--- src/rtl/updown_pkg.sv ---
// Shared definitions for the up/down counter and its receive-side monitor:
// tracking states, step classes and the default counter width.
package updown_pkg;

  localparam int COUNT_WIDTH = 6;

  typedef enum logic [2:0] {
    EMPTY,
    IDLE,
    UP,
    DOWN,
    FAULT
  } state_t;

  typedef enum logic [1:0] {
    STAY,
    INC,
    DEC,
    JUMP
  } step_t;

endpackage

--- src/rtl/updown_step_classifier.sv ---
// Combinational classifier: compares the previous and current count samples and
// reports the modular step class plus wrap-around flags.
module updown_step_classifier
  import updown_pkg::*;
#(
  parameter int WIDTH = COUNT_WIDTH
) (
  input  logic [WIDTH-1:0] i_prev,
  input  logic [WIDTH-1:0] i_count,
  output logic [1:0]       o_step,
  output logic             o_wrapUp,
  output logic             o_wrapDown
);

  logic [WIDTH-1:0] w_diff;
  step_t            w_step;

  assign w_diff = i_count - i_prev;

  // The modulo-2^WIDTH difference falls out of plain unsigned subtraction
  always_comb begin
    w_step = JUMP;
    if (w_diff == '0) begin
      w_step = STAY;
    end else if (w_diff == WIDTH'(1)) begin
      w_step = INC;
    end else if (w_diff == '1) begin
      w_step = DEC;
    end
  end

  assign o_step     = w_step;
  assign o_wrapUp   = (w_step == INC) && (i_prev == '1);
  assign o_wrapDown = (w_step == DEC) && (i_prev == '0);

endmodule

--- src/rtl/updown_count_monitor.sv ---
// Observes an up/down counter's output and reconstructs its direction, wrap events
// and a saturating net wrap tally; any illegal step latches a sticky fault.
module updown_count_monitor
  import updown_pkg::*;
#(
  parameter int WIDTH       = COUNT_WIDTH,
  parameter int WRAP_W      = 8,
  parameter int STALL_LIMIT = 4
) (
  input  logic              Clk,
  input  logic              reset,
  input  logic              Sample,
  input  logic [WIDTH-1:0]  CountIn,
  input  logic              ErrClear,
  output logic              Dir,
  output logic              DirValid,
  output logic              WrapUp,
  output logic              WrapDown,
  output logic              Reversal,
  output logic [WRAP_W-1:0] WrapCount,
  output logic              Fault
);

  localparam int                STALL_W    = $clog2(STALL_LIMIT + 1);
  localparam logic [STALL_W-1:0] STALL_MAX  = STALL_W'(STALL_LIMIT);
  localparam logic [STALL_W-1:0] STALL_LAST = STALL_W'(STALL_LIMIT - 1);
  localparam logic [WRAP_W-1:0]  TALLY_MAX  = {1'b0, {(WRAP_W-1){1'b1}}};
  localparam logic [WRAP_W-1:0]  TALLY_MIN  = {1'b1, {(WRAP_W-1){1'b0}}};

  state_t             r_state;
  logic [WIDTH-1:0]   r_prev;
  logic [STALL_W-1:0] r_stallCnt;
  logic [1:0]         w_stepRaw;
  step_t              w_step;
  logic               w_wrapUp;
  logic               w_wrapDown;

  updown_step_classifier #(
    .WIDTH(WIDTH)
  ) u_classifier (
    .i_prev    (r_prev),
    .i_count   (CountIn),
    .o_step    (w_stepRaw),
    .o_wrapUp  (w_wrapUp),
    .o_wrapDown(w_wrapDown)
  );

  assign w_step = step_t'(w_stepRaw);

  // Tracking FSM; every output is a register updated alongside the state
  always_ff @(posedge Clk) begin
    if (reset) begin
      r_state    <= EMPTY;
      r_prev     <= '0;
      r_stallCnt <= '0;
      Dir        <= 1'b0;
      DirValid   <= 1'b0;
      WrapUp     <= 1'b0;
      WrapDown   <= 1'b0;
      Reversal   <= 1'b0;
      WrapCount  <= '0;
      Fault      <= 1'b0;
    end else begin
      WrapUp   <= 1'b0;
      WrapDown <= 1'b0;
      Reversal <= 1'b0;
      case (r_state)
        EMPTY: begin
          if (Sample) begin
            r_prev     <= CountIn;
            r_stallCnt <= '0;
            r_state    <= IDLE;
          end
        end
        FAULT: begin
          if (Sample) begin
            r_prev <= CountIn;
          end
          if (ErrClear) begin
            Fault   <= 1'b0;
            r_state <= EMPTY;
          end
        end
        default: begin
          if (Sample) begin
            r_prev <= CountIn;
            case (w_step)
              INC: begin
                r_state    <= UP;
                r_stallCnt <= '0;
                Dir        <= 1'b1;
                DirValid   <= 1'b1;
                Reversal   <= (r_state == DOWN);
                if (w_wrapUp) begin
                  WrapUp <= 1'b1;
                  if (WrapCount != TALLY_MAX) begin
                    WrapCount <= WrapCount + WRAP_W'(1);
                  end
                end
              end
              DEC: begin
                r_state    <= DOWN;
                r_stallCnt <= '0;
                Dir        <= 1'b0;
                DirValid   <= 1'b1;
                Reversal   <= (r_state == UP);
                if (w_wrapDown) begin
                  WrapDown <= 1'b1;
                  if (WrapCount != TALLY_MIN) begin
                    WrapCount <= WrapCount - WRAP_W'(1);
                  end
                end
              end
              STAY: begin
                // The stall count parks at the limit so IDLE persists until movement resumes
                if (r_stallCnt >= STALL_LAST) begin
                  r_stallCnt <= STALL_MAX;
                  r_state    <= IDLE;
                  DirValid   <= 1'b0;
                end else begin
                  r_stallCnt <= r_stallCnt + STALL_W'(1);
                end
              end
              default: begin
                r_state  <= FAULT;
                Fault    <= 1'b1;
                DirValid <= 1'b0;
              end
            endcase
          end
        end
      endcase
    end
  end

endmodule
--- config.mk ---
export PLATFORM = sky130hd
export DESIGN_NAME = updown_count_monitor
export DESIGN_NICKNAME = d
export VERILOG_FILES = /design/src/rtl/updown_pkg.sv /design/src/rtl/updown_step_classifier.sv /design/src/rtl/updown_count_monitor.sv
export SDC_FILE = /design/constraint.sdc
export NUM_CORES = 1
export LEC_CHECK = 0
export ABC_CLOCK_PERIOD_IN_PS = 5800
export BUFFER_PORTS_ARGS = -buffer_cell sky130_fd_sc_hd__buf_2
export CORE_UTILIZATION = 55
export DETAILED_ROUTE_END_ITERATION = 10
export MAX_ROUTING_LAYER = met4
export PLACE_DENSITY = 0.83
export SYNTH_ARGS = -nofsm -noshare
export SYNTH_HDL_FRONTEND = slang
export SYNTH_SLANG_ARGS = --single-unit
--- constraint.sdc ---
create_clock -name Clk -period 5.8 [get_ports Clk]
set_clock_uncertainty 0.15 [all_clocks]
set_input_delay 0.29 -clock Clk [delete_from_list [all_inputs] [get_ports Clk]]
set_output_delay 0.29 -clock Clk [all_outputs]
set_load 0.02 [all_outputs]
==> run metrics, run 1 <==
hold buffers post-CTS 0; Final Hold Viols 0; most frequent cells in the layout nor2_1 (31), dfxtp_1 (26), buf_2 (23); Syn Area/Cell ~8.5 µm²; CP Max Fanout 11; Async SR Flop Fraction 0%; final worst-path cycle share 73.4%; Synth cell types 48; layout cells sized above 1 around 14%; vias per cell 5.94; Max clock buf depth 2; RSZ-0062 raised after global routing no; VDD IR max ~0.18 mV; 1st-pass router iterations 7; Least-Margin Pin Slew 533 ps; overall routed net length 3440 µm; top area cells in the synthesized netlist dfxtp_1 (30%), ha_1 (12%), mux2i_1 (7.0%), nor2_1 (6.7%), inv_1 (3.3%); PwrDens 187 nW/µm²; critical path type register to register; Post-Syn Nets between 200 and 250; initial antenna violation count 0; setup TNS 0 ps; CP dominant cell by count ha_1; first-pass GRT wire length 5860 µm; Max-cap violations 0; min-delay worst type input pin to register; cell family with most CP delay adder cells; Finished Core Util between 60% and 70%; area of the core ~2900 µm²; Post-synth EDFFs 0; max frequency 235 MHz; H-Tree Level Count 1; top-area cell type share of the netlist area between 30 and 40%; area of the mapped netlist 1720 µm²; chip width 58.0 µm; Synth Instances 204; grt total ovfl 0; Buffers on Ports 23; ant diodes 0; WP buf/inv 0; Layout Nets 255; synth warn 0; ANT nets after route 0; die area approximately 3400 µm²; Remaining DRCs 3; die boundary height 58.0 µm; Std-Cell Rows 19; CP Data Arrival Time 4350 ps; final setup violation count 0; commonest non-fill, non-tap cell in the layout nor2_1; DP HPWL 2640 µm; final-layout fill cell count 243; Sink Count 26; clock-pin slew on the worst setup and hold paths 140 ps; post-CTS sizing 0; fin. max-slew vios 0; violated checks design-rule violations; Worst EP required 5890 ps; Slowest cell on crit path ha_1; FF+latch count, synth 26; CTS tree done; CP Launch Type register; commonest register cell after synthesis dfxtp_1; Lkg Pwr between 0.0008 and 0.0009 µW; minimum clock period 4260 ps; setup repair bufs after CTS 0; io pins 24; Num CTS Buffers 3; clock root cell clkbuf_4; aggregate global-route resource usage 23.0%; synth-to-layout area growth 8.35%; largest net degree at the start of global routing 27; routed length per instance about 14 µm; clk_lat worst skew 330 ps; Synth area leader dfxtp_1; vias in the first global route 1334; initial core utilization 60.4%; run status finished, violations left; via count between 1500 and 2000; Iteration-0 DRC Markers 94; Setup crit end kind register; sequential fraction of the synthesis area 30.2%; crit path cell chain ha_1, fa_1, nand2b_1, a21oi_1, xor2_1, nand2_1, or3_4, nand2_1, ha_1, ha_1, a21oi_1, o211ai_1, o41ai_1, mux2i_1, nand3_1, mux2_1; relative slew slack ~64%; Routability Congestion 0.912; crit-path max cell delay 410 ps
[layout make-up]
| type | count | area [µm²] | area share, % |
|---|---|---|---|
| repair buffers | 23 | 115 | 6.16 |
| well taps | 31 | 38.8 | 2.08 |
| clock buffers | 3 | 22.5 | 1.21 |
| multi-input cells | 157 | 1110 | 59.7 |
| inverters | 15 | 56.3 | 3.01 |
| flip-flops and latches | 26 | 520 | 27.9 |
[kinds of logic after synthesis]
kind of cell	after synthesis	synth area share, %
multiplexers	13	7.62
buffers and inverters	21	5.15
flip-flops	26	30.2
AO/OA/AOI/OAI	38	14.6
XOR/XNOR	9	4.57
adder cells (fa/ha/maj)	19	14.7
AND/OR/NAND/NOR	78	23.2
[synth_stat cells, types with 3 or more instances]
master and instances:
a21oi_1 9, a31oi_1 4, clkbuf_1 3, dfxtp_1 26, ha_1 17, inv_1 15, mux2i_1 12, nand2_1 10
nand3_1 6, nand4_1 3, nor2_1 31, nor2b_1 3, nor3_1 4, o21ai_0 7, or3_1 3, xnor2_1 4
xor2_1 5
[report_power, final]
part	switching (µW)	internal, µW
combinational	48.9	33.0
sequential	6.08	184
clock	53.4	24.4
[per-stage QoR]
stage	instance area (µm²)	hold slack (ps)	cells	total power (µW)	setup slack, ps
final	1870	14.1	255	350	1540
after global routing	1870	16.4	255	373	1180
after CTS	1870	4.40	255	354	1570
after detailed placement	1850	326	252	275	1500
after global placement	1850	320	252	273	1590
after floorplan	1720	257	204	257	1860
[layer usage]
| metal | routed length (µm) | vias to the layer above | share of wire (%) | track usage (%) |
|---|---|---|---|---|
| met1 | 1680 | 720 | 49 | 29.1 |
| met5 | 0 | - | 0 | - |
| met2 | 1650 | 18 | 48 | 38.8 |
| met4 | 34 | 0 | 0.99 | 5.10 |
| met3 | 81 | 5 | 2.4 | 3.57 |
| li1 | - | 771 | - | - |
[flip-flops by register name, summed over array words and instances, names as in the netlist, 3 cells and up]
name,flops
r_stallCnt,3
WrapCount,8
r_state,3
r_prev,6
[path summary, 6_finish.rpt]
check | from | slack (ps) | to | cells after the start
setup / recovery | r_prev[0] | 1540 | WrapCount[7] | 16
hold / removal | ErrClear | 10 | Fault | 2
setup reg to reg | r_prev[0] | 1540 | WrapCount[7] | 16
hold reg to reg | r_state[1] | 340 | Reversal | 2
Power figures use the tool's default switching activity.
==> inputs of run 2 (changes only) <==
--- a/config.mk
+++ b/config.mk
@@ -5,12 +5,13 @@
 export SDC_FILE = /design/constraint.sdc
 export NUM_CORES = 1
 export LEC_CHECK = 0
-export ABC_CLOCK_PERIOD_IN_PS = 5800
+export ABC_AREA = 1
+export ABC_CLOCK_PERIOD_IN_PS = 3500
 export BUFFER_PORTS_ARGS = -buffer_cell sky130_fd_sc_hd__buf_2
-export CORE_UTILIZATION = 55
+export CORE_UTILIZATION = 52
 export DETAILED_ROUTE_END_ITERATION = 10
 export MAX_ROUTING_LAYER = met4
-export PLACE_DENSITY = 0.83
+export PLACE_DENSITY = 0.82
 export SYNTH_ARGS = -nofsm -noshare
 export SYNTH_HDL_FRONTEND = slang
 export SYNTH_SLANG_ARGS = --single-unit
==> constraint.sdc (replaced) <==
create_clock -name Clk -period 3.5 [get_ports Clk]
set_clock_uncertainty 0.15 [all_clocks]
set_input_delay 0.175 -clock Clk [delete_from_list [all_inputs] [get_ports Clk]]
set_output_delay 0.175 -clock Clk [all_outputs]
set_load 0.02 [all_outputs]
==> run metrics, run 2 <==
1st-pass router iterations 4 (-3); initial antenna violation count 0 (unchanged); overall routed net length 3970 µm (+15%); top area cells in the synthesized netlist dfxtp_1 (27%), nand2_1 (12%), ha_1 (11%), inv_1 (7.5%), a21oi_1 (6.1%); relative slew slack 71.0% (+6.7 points); CP Launch Type register; VDD IR max 0.164 mV (-8.9%); Tot Pwr 709 µW (+100%); critical path type register to register; FF-to-FF Start r_prev[0]; PwrDens 326 nW/µm² (+74%); final setup violation count 0 (unchanged); Final Hold Viols 0 (unchanged); Num CTS Buffers 3 (unchanged); die boundary height 62.4 µm (+7.6%); clk_lat worst skew 340 ps (about the same); HP Start CountIn[4]; Post-Syn Nets 300 (+29%); Buffers on Ports 23 (unchanged); Iteration-0 DRC Markers 68 (-28%); synth cell count leaders nand2_1 (62), inv_1 (38), dfxtp_1 (26); Worst EP required 3600 ps (-2290 ps); setup TNS 0 ps (unchanged); Post-synth EDFFs 0 (unchanged); cell family with most CP delay adder cells; DP HPWL 2970 µm (+12%); Least-Margin Pin Slew 435 ps (-98.3 ps); chip width 62.4 µm (+7.6%); largest net degree at the start of global routing 16 (-41%); most frequent cell after synthesis nand2_1; Max clock buf depth 2 (unchanged); ANT nets after route 0 (unchanged); FF+latch count, synth 26 (unchanged); final worst-path cycle share 93.4% (+20 points); CP Data Arrival Time 3370 ps (-980 ps); aggregate global-route resource usage 22.0% (-1.0 points); Lkg Pwr 0.00108 µW (+31%); crit path cell chain ha_1, fa_1, inv_1, nand2_1, a21oi_1, nand3_1, nor2_1, nand3_1, nand2_2, ha_4, ha_2, a21oi_1, nand2_2, nand2_1, nor2_1, nor2_1, nand2_1, a21oi_1, nor2_1; Routability Congestion 0.865 (-5.1%); commonest non-fill, non-tap cell in the layout nand2_1; Sink Count 26 (unchanged); Remaining DRCs 0 (-3); Synth Instances 271 (+33%); H-Tree Level Count 1 (unchanged); Layout Nets 328 (+29%); Largest regs WrapCount (8), r_prev (6); top-area cell type share of the netlist area 27.4% (-2.7 points); die area 3890 µm² (+16%); Setup crit end kind register; WP buf/inv 1 (+1); commonest register cell after synthesis dfxtp_1; vias per cell 5.16 (-13%); Slowest cell on crit path fa_1; minimum clock period 3270 ps (-992 ps); clock root cell clkbuf_4; setup repair bufs after CTS 0 (unchanged); Async SR Flop Fraction 0% (unchanged); synth warn 0 (unchanged); area of the core 3420 µm² (+20%); sequential fraction of the synthesis area 27.4% (-2.7 points); crit-path max cell delay 390 ps (-20 ps); CP Max Fanout 8 (-3); fin. max-slew vios 0 (unchanged); Synth cell types 36 (-25%); R2R setup slack 230 ps (-1310 ps); io pins 24 (unchanged); Std-Cell Rows 21 (+2); via count 1774 (+17%); grt total ovfl 0 (unchanged); layout cells sized above 1 19.8% (+6.0 points); most frequent cells in the layout nand2_1 (60), inv_1 (38), dfxtp_1 (26); Max-cap violations 0 (unchanged); initial core utilization 55.5% (-4.9 points); first-pass GRT wire length 6760 µm (+15%); ant diodes 0 (unchanged); max frequency 306 MHz (+30%); CTS tree done; vias in the first global route 1646 (+23%); Biggest register WrapCount; Synth area leader dfxtp_1; max reg flops 8 (unchanged); CP dominant cell by count nor2_1; synth-to-layout area growth 14.6%; min-delay worst type input pin to register; Syn Area/Cell 7.00 µm² (-17%); Setup crit start r_prev[0]; clock-pin slew on the worst setup and hold paths 150 ps (about the same); area of the mapped netlist 1900 µm² (+10%); run status complete, no violations; routed length per instance 11.5 µm (-15%)
run 2: changes by cell type in the layout (fill, tap and decap cells not counted), sizes merged, moves of 4 or more:
cell,change
a31oi,-4
or3,-4
o21ai,+7
nor2,-8
mux2i,-12
a21oi,+19
nand3,+13
inv,+29
nand2,+59
run 2: cells by family (layout without fill, tap and decap cells):
family | after synthesis | count (layout) | synth area share [%]
AOI/OAI and AO/OA | 48 | 48 | 14.5
adders and majority gates | 19 | 19 | 13.3
and+or+nand+nor | 123 | 123 | 31.9
buffers and inverters | 49 | 76 | 10.1
xor gates and xnor gates | 6 | 6 | 2.77
DFF | 26 | 26 | 27.4
run 2: final timing paths:
check / endpoint / depth (start not counted)
worst max-delay path: WrapCount[5] / 19
worst min-delay path: r_prev[4] / 3
worst max register to register: WrapCount[5] / 19
worst min register to register: r_stallCnt[2] / 2
run 2: final cells by class:
class / instances / area (µm²)
Clock buffer: 3 / 22.5
Clock inverter: 1 / 30.0
Fill cell: 324 / 1240
Inverter: 45 / 171
Multi-Input combinational cell: 196 / 1220
Sequential cell: 26 / 520
Tap cell: 46 / 57.6
Timing Repair Buffer: 27 / 153
run 2: metrics by stage:
stage	instance area, µm²	utilization (%)	std cells	hold WS (ps)	worst slack [ps]
after floorplan	1900	-	271	102	287
after global placement	2060	60.2	337	290	174
after detailed placement	2060	60.2	337	303	121
after CTS	2140	62.6	344	4.51	109
after global routing	2170	63.7	344	25.8	-12.8
final	2170	63.7	344	4.84	232
run 2: layer usage:
layer  vias up  track usage [%]  part of all wire (%)
li1        930                -                     -
met1       796             25.5                    47
met2        39             39.1                    47
met3         9             2.01                   3.5
met4         0             8.43                   2.2
met5         -                -                     0
run 2: repair_timing:
item                       4_1_cts  5_1_grt
hold endpoints to repair         3        0
gates resized for setup          0        7
setup endpoints to repair        0        5
hold buffers                     3        0
run 2: tightest hold or removal path: stages:
cell and delay (ps):
buf_2 90, o21ai_0 80, a21oi_1 110
run 2: power breakdown:
group          switching, µW  internal (µW)  leakage, µW
Combinational            114           64.1     0.000838
Clock                   96.1            116    0.0000279
Sequential              10.3            308     0.000212
